## src/rtl/rand_point_gen_if.sv

```systemverilog
// rtl/rand_point_gen_if.sv - request/point handshake bundle between game control and rand_point_gen
interface rand_point_gen_if #(
  parameter int X_W = 10,
  parameter int Y_W = 9
);
  logic           req;
  logic [X_W-1:0] excl_x;
  logic [Y_W-1:0] excl_y;
  logic [X_W-1:0] randX;
  logic [Y_W-1:0] randY;
  logic           valid;
  logic           busy;
  logic           fallback;

  modport master (
    output req, excl_x, excl_y,
    input  randX, randY, valid, busy, fallback
  );

  modport slave (
    input  req, excl_x, excl_y,
    output randX, randY, valid, busy, fallback
  );
endinterface

```

## src/rtl/rand_point_gen.sv

```systemverilog
// rtl/rand_point_gen.sv - grid-aligned pseudo-random point generator with exclusion and bounded latency
// Optional RAND_POINT_SEED_LOAD_EN adds seed_load/seed_in for runtime LFSR reseeding.
module rand_point_gen #(
  parameter int               X_W       = 10,
  parameter int               Y_W       = 9,
  parameter int               GRID      = 10,
  parameter int               X_CELLS   = 62,
  parameter int               Y_CELLS   = 46,
  parameter int               LFSR_W    = 16,
  parameter logic [LFSR_W-1:0] SEED     = 16'hACE1,
  parameter int               MAX_TRIES = 15
) (
  input  logic              VGA_clk,
  input  logic              rst_n,
`ifdef RAND_POINT_SEED_LOAD_EN
  input  logic              seed_load,
  input  logic [LFSR_W-1:0] seed_in,
`endif
  rand_point_gen_if.slave   pt
);

  localparam int CXW = $clog2(X_CELLS);
  localparam int CYW = $clog2(Y_CELLS);
  localparam int CXE = (CXW > 0) ? CXW : 1;
  localparam int CYE = (CYW > 0) ? CYW : 1;
  localparam int TW  = $clog2(MAX_TRIES + 1);

  // Right-shifting Galois masks giving maximal-length sequences
  function automatic logic [31:0] galois_taps(input int w);
    case (w)
      3:       galois_taps = 32'h0000_0006;
      4:       galois_taps = 32'h0000_000C;
      5:       galois_taps = 32'h0000_0014;
      6:       galois_taps = 32'h0000_0030;
      7:       galois_taps = 32'h0000_0060;
      8:       galois_taps = 32'h0000_00B8;
      9:       galois_taps = 32'h0000_0110;
      10:      galois_taps = 32'h0000_0240;
      11:      galois_taps = 32'h0000_0500;
      12:      galois_taps = 32'h0000_0E08;
      13:      galois_taps = 32'h0000_1C80;
      14:      galois_taps = 32'h0000_3802;
      15:      galois_taps = 32'h0000_6000;
      16:      galois_taps = 32'h0000_B400;
      17:      galois_taps = 32'h0001_2000;
      18:      galois_taps = 32'h0002_0400;
      19:      galois_taps = 32'h0007_2000;
      20:      galois_taps = 32'h0009_0000;
      21:      galois_taps = 32'h0014_0000;
      22:      galois_taps = 32'h0030_0000;
      23:      galois_taps = 32'h0042_0000;
      24:      galois_taps = 32'h00E1_0000;
      25:      galois_taps = 32'h0120_0000;
      26:      galois_taps = 32'h0200_0023;
      27:      galois_taps = 32'h0400_0013;
      28:      galois_taps = 32'h0900_0000;
      29:      galois_taps = 32'h1400_0000;
      30:      galois_taps = 32'h2000_0029;
      31:      galois_taps = 32'h4800_0000;
      32:      galois_taps = 32'h8020_0003;
      default: galois_taps = 32'h0000_B400;
    endcase
  endfunction

  localparam logic [31:0]       TAPS_ALL = galois_taps(LFSR_W);
  localparam logic [LFSR_W-1:0] TAPS     = TAPS_ALL[LFSR_W-1:0];

  typedef enum logic [1:0] {
    IDLE     = 2'd0,
    DRAW     = 2'd1,
    FALLBACK = 2'd2
  } state_t;

  state_t            state_q, state_d;
  logic [LFSR_W-1:0] lfsr_q, lfsr_d, lfsr_step;
  logic [CXE-1:0]    sx_q, sx_d, sx_inc;
  logic [CYE-1:0]    sy_q, sy_d;
  logic [TW-1:0]     tries_q, tries_d, tries_inc;
  logic [X_W-1:0]    exx_q, exx_d;
  logic [Y_W-1:0]    exy_q, exy_d;
  logic [X_W-1:0]    randx_q, randx_d;
  logic [Y_W-1:0]    randy_q, randy_d;
  logic              valid_q, valid_d;
  logic              fallback_q, fallback_d;

  logic [CXE-1:0]    cx;
  logic [CYE-1:0]    cy;
  logic [X_W-1:0]    cand_px, fb_px0, fb_px1, fb_px;
  logic [Y_W-1:0]    cand_py, fb_py;
  logic              cand_ok;

  // Degenerate single-row/column grids have no LFSR bits for that axis
  generate
    if (CXW > 0) begin : g_cx
      assign cx = lfsr_q[CXW-1:0];
    end else begin : g_cx0
      assign cx = '0;
    end
    if (CYW > 0) begin : g_cy
      assign cy = lfsr_q[CXW+CYW-1:CXW];
    end else begin : g_cy0
      assign cy = '0;
    end
  endgenerate

  assign lfsr_step = {1'b0, lfsr_q[LFSR_W-1:1]} ^ (lfsr_q[0] ? TAPS : '0);

  assign cand_px = X_W'(int'(cx) * GRID);
  assign cand_py = Y_W'(int'(cy) * GRID);
  assign cand_ok = (int'(cx) < X_CELLS) && (int'(cy) < Y_CELLS) &&
                   !((cand_px == exx_q) && (cand_py == exy_q));

  assign sx_inc  = (int'(sx_q) == X_CELLS - 1) ? '0 : sx_q + 1'b1;
  assign fb_px0  = X_W'(int'(sx_q) * GRID);
  assign fb_px1  = X_W'(int'(sx_inc) * GRID);
  assign fb_py   = Y_W'(int'(sy_q) * GRID);
  // A single-cell grid can still collide after the nudge; the point is emitted anyway
  assign fb_px   = ((fb_px0 == exx_q) && (fb_py == exy_q)) ? fb_px1 : fb_px0;

  assign tries_inc = tries_q + 1'b1;

  always_comb begin
    lfsr_d = lfsr_step;
`ifdef RAND_POINT_SEED_LOAD_EN
    if (seed_load) begin
      lfsr_d = (seed_in == '0) ? SEED : seed_in;
    end
`endif
    sx_d = sx_inc;
    sy_d = (sy_q == '0) ? CYE'(Y_CELLS - 1) : sy_q - 1'b1;
  end

  always_comb begin
    state_d    = state_q;
    tries_d    = tries_q;
    exx_d      = exx_q;
    exy_d      = exy_q;
    randx_d    = randx_q;
    randy_d    = randy_q;
    valid_d    = 1'b0;
    fallback_d = fallback_q;
    case (state_q)
      IDLE: begin
        if (pt.req) begin
          exx_d   = pt.excl_x;
          exy_d   = pt.excl_y;
          tries_d = '0;
          state_d = DRAW;
        end
      end
      DRAW: begin
        if (cand_ok) begin
          randx_d    = cand_px;
          randy_d    = cand_py;
          valid_d    = 1'b1;
          fallback_d = 1'b0;
          state_d    = IDLE;
        end else begin
          tries_d = tries_inc;
          if (tries_inc == TW'(MAX_TRIES)) begin
            state_d = FALLBACK;
          end
        end
      end
      FALLBACK: begin
        randx_d    = fb_px;
        randy_d    = fb_py;
        valid_d    = 1'b1;
        fallback_d = 1'b1;
        state_d    = IDLE;
      end
      default: state_d = IDLE;
    endcase
  end

  always_ff @(posedge VGA_clk or negedge rst_n) begin
    if (!rst_n) begin
      state_q    <= IDLE;
      lfsr_q     <= SEED;
      sx_q       <= '0;
      sy_q       <= CYE'(Y_CELLS - 1);
      tries_q    <= '0;
      exx_q      <= '0;
      exy_q      <= '0;
      randx_q    <= '0;
      randy_q    <= '0;
      valid_q    <= 1'b0;
      fallback_q <= 1'b0;
    end else begin
      state_q    <= state_d;
      lfsr_q     <= lfsr_d;
      sx_q       <= sx_d;
      sy_q       <= sy_d;
      tries_q    <= tries_d;
      exx_q      <= exx_d;
      exy_q      <= exy_d;
      randx_q    <= randx_d;
      randy_q    <= randy_d;
      valid_q    <= valid_d;
      fallback_q <= fallback_d;
    end
  end

  assign pt.randX    = randx_q;
  assign pt.randY    = randy_q;
  assign pt.valid    = valid_q;
  assign pt.busy     = (state_q != IDLE);
  assign pt.fallback = fallback_q;

endmodule

```

## src/flat_wrapper.sv

```systemverilog
// flat-port wrapper written by rule: the top's interface ports become plain ports
module rand_point_gen_flat 
#(
  parameter int               X_W       = 10,
  parameter int               Y_W       = 9,
  parameter int               GRID      = 10,
  parameter int               X_CELLS   = 62,
  parameter int               Y_CELLS   = 46,
  parameter int               LFSR_W    = 16,
  parameter logic [LFSR_W-1:0] SEED     = 16'hACE1,
  parameter int               MAX_TRIES = 15
)
  (VGA_clk, rst_n, pt_req, pt_excl_x, pt_excl_y, pt_randX, pt_randY, pt_valid, pt_busy, pt_fallback);
  rand_point_gen_if #(.X_W(X_W), .Y_W(Y_W)) pt_i ();
  input  logic VGA_clk;
  input  logic rst_n;
  input wire logic [$bits(pt_i.req)-1:0] pt_req;
  input wire logic [$bits(pt_i.excl_x)-1:0] pt_excl_x;
  input wire logic [$bits(pt_i.excl_y)-1:0] pt_excl_y;
  output wire logic [$bits(pt_i.randX)-1:0] pt_randX;
  output wire logic [$bits(pt_i.randY)-1:0] pt_randY;
  output wire logic [$bits(pt_i.valid)-1:0] pt_valid;
  output wire logic [$bits(pt_i.busy)-1:0] pt_busy;
  output wire logic [$bits(pt_i.fallback)-1:0] pt_fallback;
  assign pt_i.req = pt_req;
  assign pt_i.excl_x = pt_excl_x;
  assign pt_i.excl_y = pt_excl_y;
  assign pt_randX = pt_i.randX;
  assign pt_randY = pt_i.randY;
  assign pt_valid = pt_i.valid;
  assign pt_busy = pt_i.busy;
  assign pt_fallback = pt_i.fallback;
  rand_point_gen #(.X_W(X_W), .Y_W(Y_W), .GRID(GRID), .X_CELLS(X_CELLS), .Y_CELLS(Y_CELLS), .LFSR_W(LFSR_W), .SEED(SEED), .MAX_TRIES(MAX_TRIES)) u_core (.VGA_clk(VGA_clk), .rst_n(rst_n), .pt(pt_i));
endmodule
```

## config.mk

```make
export PLATFORM = sky130hd
export DESIGN_NAME = rand_point_gen_flat
export DESIGN_NICKNAME = d
export VERILOG_FILES = /design/src/rtl/rand_point_gen_if.sv /design/src/rtl/rand_point_gen.sv /design/src/flat_wrapper.sv
export SDC_FILE = /design/constraint.sdc
export NUM_CORES = 1
export LEC_CHECK = 0
export BUFFER_PORTS_ARGS = -buffer_cell sky130_fd_sc_hd__buf_2
export CAP_MARGIN = 25
export CORE_MARGIN = 1
export CORE_UTILIZATION = 60
export CTS_CLUSTER_SIZE = 10
export DETAILED_ROUTE_END_ITERATION = 8
export HOLD_SLACK_MARGIN = 0.03
export PLACE_DENSITY_LB_ADDON = 0.12
export SYNTH_ARGS = -nofsm -noshare
export SYNTH_HDL_FRONTEND = slang
export SYNTH_SLANG_ARGS = --single-unit
```

## constraint.sdc

```tcl
create_clock -name VGA_clk -period 3.88 [get_ports VGA_clk]
set_input_delay 0.776 -clock VGA_clk [delete_from_list [all_inputs] [get_ports VGA_clk]]
set_output_delay 0.776 -clock VGA_clk [all_outputs]
set_load 0.005 [all_outputs]
```

==> results of run 1 <==
==> placed cells by master, fill, tap and decap left out, types with 2 or more instances in the layout <==
master	instances
nor3b_1	2
xnor2_1	38
buf_2	41
clkinv_4	2
o21ai_1	6
a21o_1	6
o21bai_1	2
mux2_2	23
nand4_1	6
mux2i_1	21
xor2_1	22
o21a_1	2
a21oi_1	26
dfstp_2	12
nor2b_1	10
a31oi_1	2
o22ai_1	2
and2_1	2
clkbuf_8	9
inv_1	18
and4b_1	2
a41o_1	2
fa_1	5
nand2b_1	2
nand2_1	22
dfrtp_1	60
ha_1	49
nand3_1	10
nor2_1	27
conb_1	2
buf_4	5
o21ai_0	12
nor3_1	5
bufinv_16	3
==> metrics by stage <==
| step | total power (µW) | hold slack, ps | std cells |
|---|---|---|---|
| finish | 2470 | 362 | 575 |
| global route | 2600 | 388 | 575 |
| CTS | 2490 | 370 | 575 |
| detailed placement | 1750 | 350 | 559 |
| global placement | 1730 | 336 | 558 |
| floorplan | 1540 | 333 | 426 |
==> sequential cells by signal, indices dropped and copies added (netlist names) <==
name / flops
u_core.lfsr_q: 16
u_core.tries_q: 4
u_core.pt.randX: 9
u_core.exx_q: 10
u_core.sx_q: 6
u_core.pt.valid: 1
u_core.pt.randY: 8
u_core.exy_q: 9
u_core.state_q: 2
u_core.sy_q: 6
u_core.pt.fallback: 1
==> power by group through the flow <==
stage                     clock network (µW)  logic (µW)  registers [µW]
after detailed placement                   0         685            1070
after global routing                     776         757            1070
after CTS                                743         691            1050
after global placement                     0         668            1060
after floorplan                            0         509            1030
final                                    728         688            1050
==> area by class of cell <==
class                   count  area share (%)
inverters                  18            1.31
flip-flops and latches     72            35.3
clock inverters             7            2.33
multi-input cells         323            51.2
repair buffers             47            5.10
well taps                  99            2.40
clock buffers               9            2.40
==> worst reg2reg max path, delay by kind of cell (launching register included) <==
kind | cells | cell delay [ps]
and+or+nand+nor | 3 | 580
muxes | 1 | 350
buffers and inverters | 1 | 240
adders and majority gates | 3 | 1010
AOI/OAI and AO/OA | 3 | 800
DFF | 1 | 510
==> kinds of logic after synthesis <==
kind of cell | share of synthesized area, %
adders and majority gates | 15.6
buffers and inverters | 3.08
AOI/OAI and AO/OA | 9.31
DFF | 39.6
other | 0.0818
and+or+nand+nor | 10.6
muxes | 10.2
xor gates and xnor gates | 11.5
==> final timing paths <==
path / startpoint / depth (start not counted) / endpoint
worst max register to register: u_core.sx_q[1] / 11 / u_core.pt.randX[7]
max in group asynchronous: rst_n / 3 / u_core.pt.randX[9]
worst min register to register: u_core.lfsr_q[12] / 0 / u_core.lfsr_q[11]
worst max-delay path: u_core.sx_q[1] / 11 / u_core.pt.randX[7]
worst min-delay path: u_core.lfsr_q[12] / 0 / u_core.lfsr_q[11]
min in group asynchronous: rst_n / 1 / u_core.pt.randY[5]
==> metal layers <==
layer  up-vias  share of wire [%]  routed length (µm)
met5         -                  0                   0
met4         0                1.7                 165
met3        16                3.6                 349
met2        71                 49                4670
met1      1621                 46                4390
li1       1577                  -                   -
==> results.toml, run 1 <==
[run_status]
outcome = "completed"

[power_and_ir_drop]
intPower_uw = 1670
comb_power_share_pct = 27.9
p_sw_share_pct = 32.3
leakage_uw = 0.00249
power.switching_uw = 796
power_frac_seq_pct = 42.6
power.density_mw_per_mm2 = 479
vdd_ir_drop_max_mv = 0.344
power_frac_clock_pct = 29.5

[layout]
antenna_cells = 0
design_area_mm2 = 0.00515
ff_latch_area_mm2 = 0.00182
synthToLayoutAreaGrowth_pct = 12.4
multi_input_comb_area_mm2 = 0.00264
fin_nets = 547
final_layout_size_suffix_gt1_share_pct = 21.6
n_fill_cell = 547
post-route-util_pct = 70.3

[synthesis]
ys_warn_count = 0
yosysMostFrequentCell = "dfrtp_1"
synthTopCellsByArea = "dfrtp_1, ha_1, xnor2_1, dfstp_2, mux2_2"
syn_avg_cell_area_um2 = 10.8
synth-seq-cells = 72
synth_edf_count = 0
yosysSeqAreaShare_pct = 39.6
ys.flop_type = "dfrtp_1"
synth_top_area_share_pct = 32.8
synth_cell_types = 47
synth_cells = 425
synth_area_leader_cell = "dfrtp_1"
synth_common_cells = "dfrtp_1, ha_1, xnor2_1"
synthArstFlopShare_pct = 100
syn-cell-area_mm2 = 0.00458

[place]
io_buffer_count = 41
dpl_cell_area_mm2 = 0.00491
dp_hpwl_um = 7260
dp_slack_ps = 370
gp_congestion = 0.895

[worst_setup_path]
critPathSlowestCell = "a2111oi_0"
cp_data_arrival_time_ps = 3860
cpMostUsedCell = "ha_1"
crit_path_start_kind = "flip-flop"
path_class = "flip-flop to flip-flop"
crit_buf_inv = 1
critPathMaxFanout = 9
cpLargestDelayFamily = "adder cells"
crit_chain = "ha_1 > ha_1 > fa_1 > nand3_1 > a211oi_1 > a2111oi_0 > nand4_1 > nor4_2 > buf_4 > mux2_2 > o21ai_1"
reg2reg_slack_ps = 290
end_kind = "flip-flop"
critPathRequiredTime_ps = 4150
cp_slowest_stage_delay_ps = 560

[sta]
drv_slew = 0
final-hold-violation-count = 0
rsz0062_at_grt = "no"
slew_headroom_pct = 41.4
worst_slew_pin_slew_ps = 878
setup_violations = 0
setup_tns_ps = 0
fmax_mhz = 279
clock_skew_ps = 14.6
period_minus_slack_ps = 3590
finalCritPeriodShare_pct = 92.4
fin_ws_ps = 294

[cts]
max-clock-path-buffers = 2
cts_root_buf = "clkbuf_8"
h-tree-depth = 3
cts_tree = "yes"
clock_latency_ps = 350
hold_buffers = 0
ctsResizeCount = 0
post_cts_buffers = 0
clock_sinks = 72
clkSlewWorstSetupHoldPaths_ps = 90
numCtsBuffers = 9

[drt]
via_per_inst = 5.71
routedWlPerCell_um = 16.7
ant_nets = 0
drtIter0Drc = 156
firstDrtPassIters = 4
drc = 0
wirelength_um = 9580
vias = 3285

[floorplanning]
io_pins = 44
start_util_pct = 62.5
design.die.area_mm2 = 0.00799
die_x_um = 89.4
fp.coreArea_mm2 = 0.00733
die_h_um = 89.4
rows = 31

[global_routing]
grt_pass1_vias = 3278
antenna_found_initial = 0
grt_pass1_wl_um = 15500
use_met1_pct = 34.9
grtUsageTotal_pct = 26.4
grt_max_degree = 29
busiest_layer = "met2"
gr-usage-met3_pct = 5.82
overflow = 0
grtUsageMet2_pct = 42.9

[job]
cap_violations = 0

[worst_hold_path]
hold_path_class = "flip-flop to flip-flop"
Power figures use the tool's default switching activity.
==> run 2, diff against run 1 <==
--- a/config.mk
+++ b/config.mk
@@ -11,6 +11,7 @@
 export CORE_UTILIZATION = 60
 export CTS_CLUSTER_SIZE = 10
 export DETAILED_ROUTE_END_ITERATION = 8
+export GPL_ROUTABILITY_DRIVEN = 1
 export HOLD_SLACK_MARGIN = 0.03
 export PLACE_DENSITY_LB_ADDON = 0.12
 export SYNTH_ARGS = -nofsm -noshare
==> constraint.sdc (replaced) <==
create_clock -name VGA_clk -period 3.88 [get_ports VGA_clk]
set_input_delay 0 -clock VGA_clk [delete_from_list [all_inputs] [get_ports VGA_clk]]
set_output_delay 0 -clock VGA_clk [all_outputs]
set_load 0.005 [all_outputs]
==> run 2 against run 1 <==
Compared with the run above: sequential share of layout area fell by 0.94 points; fmax rose by 0.93%; sequential power barely moved; first-iteration DRC count fell by 46%; critical path type unchanged.
==> results.toml, run 2 (synthesis results as in run 1) <==
[sta]
whs_ps = 239
rsz0062_at_grt = "no"
drv_slew = 0
final-hold-violation-count = 0
period_minus_slack_ps = 3550
clock_skew_ps = 7.20
slew_headroom_pct = 39.9
finalCritPeriodShare_pct = 91.6
setup_tns_ps = 0
fmax_mhz = 281
worst_slew_pin_slew_ps = 901
setup_violations = 0

[drt]
drtIter0Drc = 84
via_per_inst = 5.54
routedWlPerCell_um = 15.9
ant_nets = 0
firstDrtPassIters = 4
wirelength_um = 9490
drc = 0
vias = 3304

[floorplanning]
start_util_pct = 62.5
rows = 31
design.die.area_mm2 = 0.00799
die_x_um = 89.4
die_h_um = 89.4
fp.coreArea_mm2 = 0.00733
io_pins = 44

[cts]
ctsResizeCount = 0
h-tree-depth = 3
numCtsBuffers = 9
clock_sinks = 72
clock_latency_ps = 360
cts_tree = "yes"
clkSlewWorstSetupHoldPaths_ps = 80
cts_root_buf = "clkbuf_8"
max-clock-path-buffers = 2

[layout]
multi_input_comb_area_mm2 = 0.00264
synthToLayoutAreaGrowth_pct = 15.4
layout_common_cells = "dfrtp_1, ha_1, buf_2"
top_register = "u_core.lfsr_q"
ff_latch_area_mm2 = 0.00182
reg_top3 = "u_core.lfsr_q x16, u_core.exx_q x10"
layout_commonest_cell = "dfrtp_1"
largest_reg_flops = 16
fin_nets = 568
antenna_cells = 0
final_layout_size_suffix_gt1_share_pct = 20.7
n_fill_cell = 546

[worst_setup_path]
end_kind = "flip-flop"
critPathRequiredTime_ps = 4160
critPathMaxFanout = 9
path_class = "flip-flop to flip-flop"
crit_path_start_kind = "flip-flop"
cp_data_arrival_time_ps = 3830

[global_routing]
overflow = 0
grt_max_degree = 41
grt_pass1_wl_um = 15200
grtUsageTotal_pct = 25.8
grt_pass1_vias = 3183
antenna_found_initial = 0

[power_and_ir_drop]
p_total_uw = 2310
vdd_ir_drop_max_mv = 0.276
power.density_mw_per_mm2 = 437
leakage_uw = 0.00254

[place]
io_buffer_count = 41
dp_hpwl_um = 7120
gp_congestion = 0.881

[worst_hold_path]
hold_path_class = "input pin to asynchronous set/reset pin"

[job]
cap_violations = 0

[run_status]
outcome = "completed"
==> run 2: what timing repair did <==
action                                  4_1_cts  5_1_grt
hold buffers                                 21        0
endpoints found under the setup margin        0        0
buffers inserted                              0        0
hold endpoints to repair                     49        0
==> run 2: final timing paths <==
check,cells past startpoint,end,from,slack [ps]
worst max-delay path,11,u_core.pt.randX[7],u_core.sx_q[1],330
worst min-delay path,2,u_core.sy_q[1],rst_n,240
worst max register to register,11,u_core.pt.randX[7],u_core.sx_q[1],330
worst min register to register,0,u_core.lfsr_q[11],u_core.lfsr_q[12],360
max in group asynchronous,3,u_core.lfsr_q[0],rst_n,2640
min in group VGA_clk,0,u_core.lfsr_q[11],u_core.lfsr_q[12],360
==> run 2: per-layer routing <==
layer  wire length (µm)  up-vias  part of all wire, %  track usage, %
li1                   -     1620                    -               -
met1               4430     1613                   47            34.4
met2               4570       58                   48            42.5
met3                291       13                  3.1            3.51
met4                195        0                  2.1            10.8
met5                  0        -                    0               0
==> run 2: stage by stage <==
stage               std cells  instance area [µm²]  setup slack [ps]  utilization [%]
finish                    596                 5290               327             72.2
global placement          559                 4890               453             66.8
detailed placement        559                 4890               358             66.8
CTS                       596                 5290               308             72.2
floorplan                 426                 4590               777                -
global route              596                 5290              55.0             72.2
==> run 2: area by class of cell <==
type	instances	share of cell area, %
Multi-Input combinational cell	323	49.8
Sequential cell	72	34.3
Timing Repair Buffer	68	8.70
Clock buffer	10	2.60
Tap cell	99	2.34
Inverter	18	1.28
Clock inverter	6	0.946
==> run 2: critical path, cell delays in order, from the launching register on <==
cell and delay (ps):
dfrtp_1 500, ha_1 340, ha_1 230, fa_1 420
nand3_1 170, a211oi_1 90, a2111oi_0 570, nand4_1 220
nor4_2 210, buf_4 250, mux2_2 360, o21ai_1 130
==> run 2: power by group <==
group          switching, µW  internal, µW  leakage [µW]
Sequential               151           902      0.000884
Clock                    311           257     0.0000899
Combinational            342           352       0.00157
==> run 3, diff against run 2 <==
--- a/config.mk
+++ b/config.mk
@@ -14,6 +14,7 @@
 export GPL_ROUTABILITY_DRIVEN = 1
 export HOLD_SLACK_MARGIN = 0.03
 export PLACE_DENSITY_LB_ADDON = 0.12
+export RECOVER_POWER = 50
 export SYNTH_ARGS = -nofsm -noshare
 export SYNTH_HDL_FRONTEND = slang
 export SYNTH_SLANG_ARGS = --single-unit
==> run 3 against run 2 <==
Compared with the run above: the run now ends with max-capacitance violations, max-slew violations left; die area stayed put; combinational power fell by 0.6%; flip-flop and latch count did not move; clock skew rose by 0.85 ps; total power shrank 0.17%; hold slack better by 120 ps; global-route usage unchanged; fmax is 2.0% lower; register-to-register slack worse by 70 ps; critical endpoint is now u_core.pt.randY[7].
==> results.toml, run 3 (synthesis results as in run 1) <==
[run_status]
outcome = "finished with violations"
violations = "max-capacitance violations, max-slew violations"

[layout]
layout_commonest_cell = "dfrtp_1"
largest_reg_flops = 16
antenna_cells = 0
top_register = "u_core.lfsr_q"
design_area_mm2 = 0.00527
synthToLayoutAreaGrowth_pct = 15.0
fin_nets = 568
reg_top3 = "u_core.lfsr_q x16, u_core.exx_q x10"
final_layout_size_suffix_gt1_share_pct = 16.9
layout_common_cells = "dfrtp_1, ha_1, xnor2_1"

[drt]
drtIter0Drc = 69
drc = 0
via_per_inst = 5.56
met2_length_um = 4560
met3_length_um = 329
drt-met1-wl_um = 4360
vias = 3314
firstDrtPassIters = 4
highest_layer = "met4"
routedWlPerCell_um = 15.9
ant_nets = 0
wirelength_um = 9470

[global_routing]
grtUsageTotal_pct = 25.8
antenna_found_initial = 0
grt_max_degree = 41
overflow = 0
grt_pass1_vias = 3183
grt_pass1_wl_um = 15200

[sta]
setup_violations = 0
period_minus_slack_ps = 3630
whs_ps = 363
final-hold-violation-count = 0
rsz0062_at_grt = "no"
finalCritPeriodShare_pct = 93.5
slew_headroom_pct = -21.0
clock_skew_ps = 8.05
drv_slew = 34
worst_slew_pin_slew_ps = 1810
setup_tns_ps = 0
fmax_mhz = 276

[place]
io_buffer_count = 41
dp_hpwl_um = 7120
dpl_cell_area_mm2 = 0.00489
gp_congestion = 0.881

[cts]
max-clock-path-buffers = 2
clkSlewWorstSetupHoldPaths_ps = 80
numCtsBuffers = 9
h-tree-depth = 3
clock_latency_ps = 360
post_cts_buffers = 0
hold_buffers = 21
cts_tree = "yes"
clock_sinks = 72
cts_root_buf = "clkbuf_8"
ctsResizeCount = 0

[power_and_ir_drop]
power_frac_seq_pct = 45.6
comb_power_share_pct = 29.8
power.density_mw_per_mm2 = 438
intPower_uw = 1510
leakage_uw = 0.00249
power_frac_clock_pct = 24.6
p_sw_share_pct = 34.8
power.switching_uw = 805
vdd_ir_drop_max_mv = 0.276

[worst_setup_path]
cp_slowest_stage_delay_ps = 630
critPathRequiredTime_ps = 4120
critPathSlowestCell = "dfstp_1"
end_kind = "flip-flop"
critPathMaxFanout = 16
cp_data_arrival_time_ps = 3870
crit_chain = "ha_1 > ha_1 > fa_1 > xnor2_1 > xnor2_1 > or3_4 > nor4_4 > a41oi_4 > buf_4 > mux2_2"
crit_path_start_kind = "flip-flop"
path_class = "flip-flop to flip-flop"

[floorplanning]
die_x_um = 89.4
design.die.area_mm2 = 0.00799
rows = 31
die_h_um = 89.4
io_pins = 44
fp.coreArea_mm2 = 0.00733
start_util_pct = 62.5

[worst_hold_path]
hold_path_class = "flip-flop to flip-flop"

[job]
cap_violations = 1
run 3: cell count changes in the layout (fill, tap and decap cells not counted), sizes merged:
cell,delta
clkbuf,+15
buf,-15
run 3: power by group through the flow:
| stage | sequential [µW] | combinational [µW] | clock (µW) |
|---|---|---|---|
| after floorplan | 1030 | 509 | 0 |
| after global placement | 1060 | 667 | 0 |
| after detailed placement | 1070 | 680 | 0 |
| after CTS | 1050 | 699 | 582 |
| after global routing | 1070 | 762 | 606 |
| final | 1050 | 690 | 568 |
run 3: path summary, 6_finish.rpt:
path                                    from            endpoint  slack, ps  cells after the start
setup / recovery            u_core.lfsr_q[7]  u_core.pt.randY[7]        250                     10
hold / removal             u_core.lfsr_q[12]   u_core.lfsr_q[11]        360                      0
setup reg to reg            u_core.lfsr_q[7]  u_core.pt.randY[7]        250                     10
hold reg to reg            u_core.lfsr_q[12]   u_core.lfsr_q[11]        360                      0
max in group asynchronous              rst_n      u_core.sx_q[1]       1470                      3
min in group asynchronous              rst_n      u_core.sy_q[1]        660                      2
run 3: critical path, delay by kind of cell, from the launching register on:
family,cells,cell delay (ps)
AO/OA/AOI/OAI,1,310
XOR/XNOR,2,390
adder cells (fa/ha/maj),3,920
buffers and inverters,1,300
flip-flops,1,630
multiplexers,1,280
AND/OR/NAND/NOR,2,680
run 3: routing by layer:
layer / track usage [%] / vias to the layer above
li1: - / 1616
met1: 34.4 / 1616
met2: 42.5 / 67
met3: 3.51 / 15
met4: 10.8 / 0
met5: 0 / -
run 3: through the flow:
| step | total power [µW] | instances | utilization (%) | setup WS [ps] |
|---|---|---|---|---|
| after floorplan | 1540 | 426 | - | 777 |
| after detailed placement | 1750 | 559 | 66.8 | 358 |
| after global routing | 2440 | 596 | 71.9 | 55.0 |
| after global placement | 1730 | 559 | 66.8 | 453 |
| after CTS | 2330 | 596 | 72.2 | 308 |
| final | 2310 | 596 | 71.9 | 254 |
run 3: area by class of cell:
type	instances	area [µm²]
clock inverter	6	50.0
timing repair buffer	68	438
sequential	72	1820
tap	99	124
inverter	18	67.6
multi-input combinational	323	2640
clock buffer	10	138
fill	549	2060
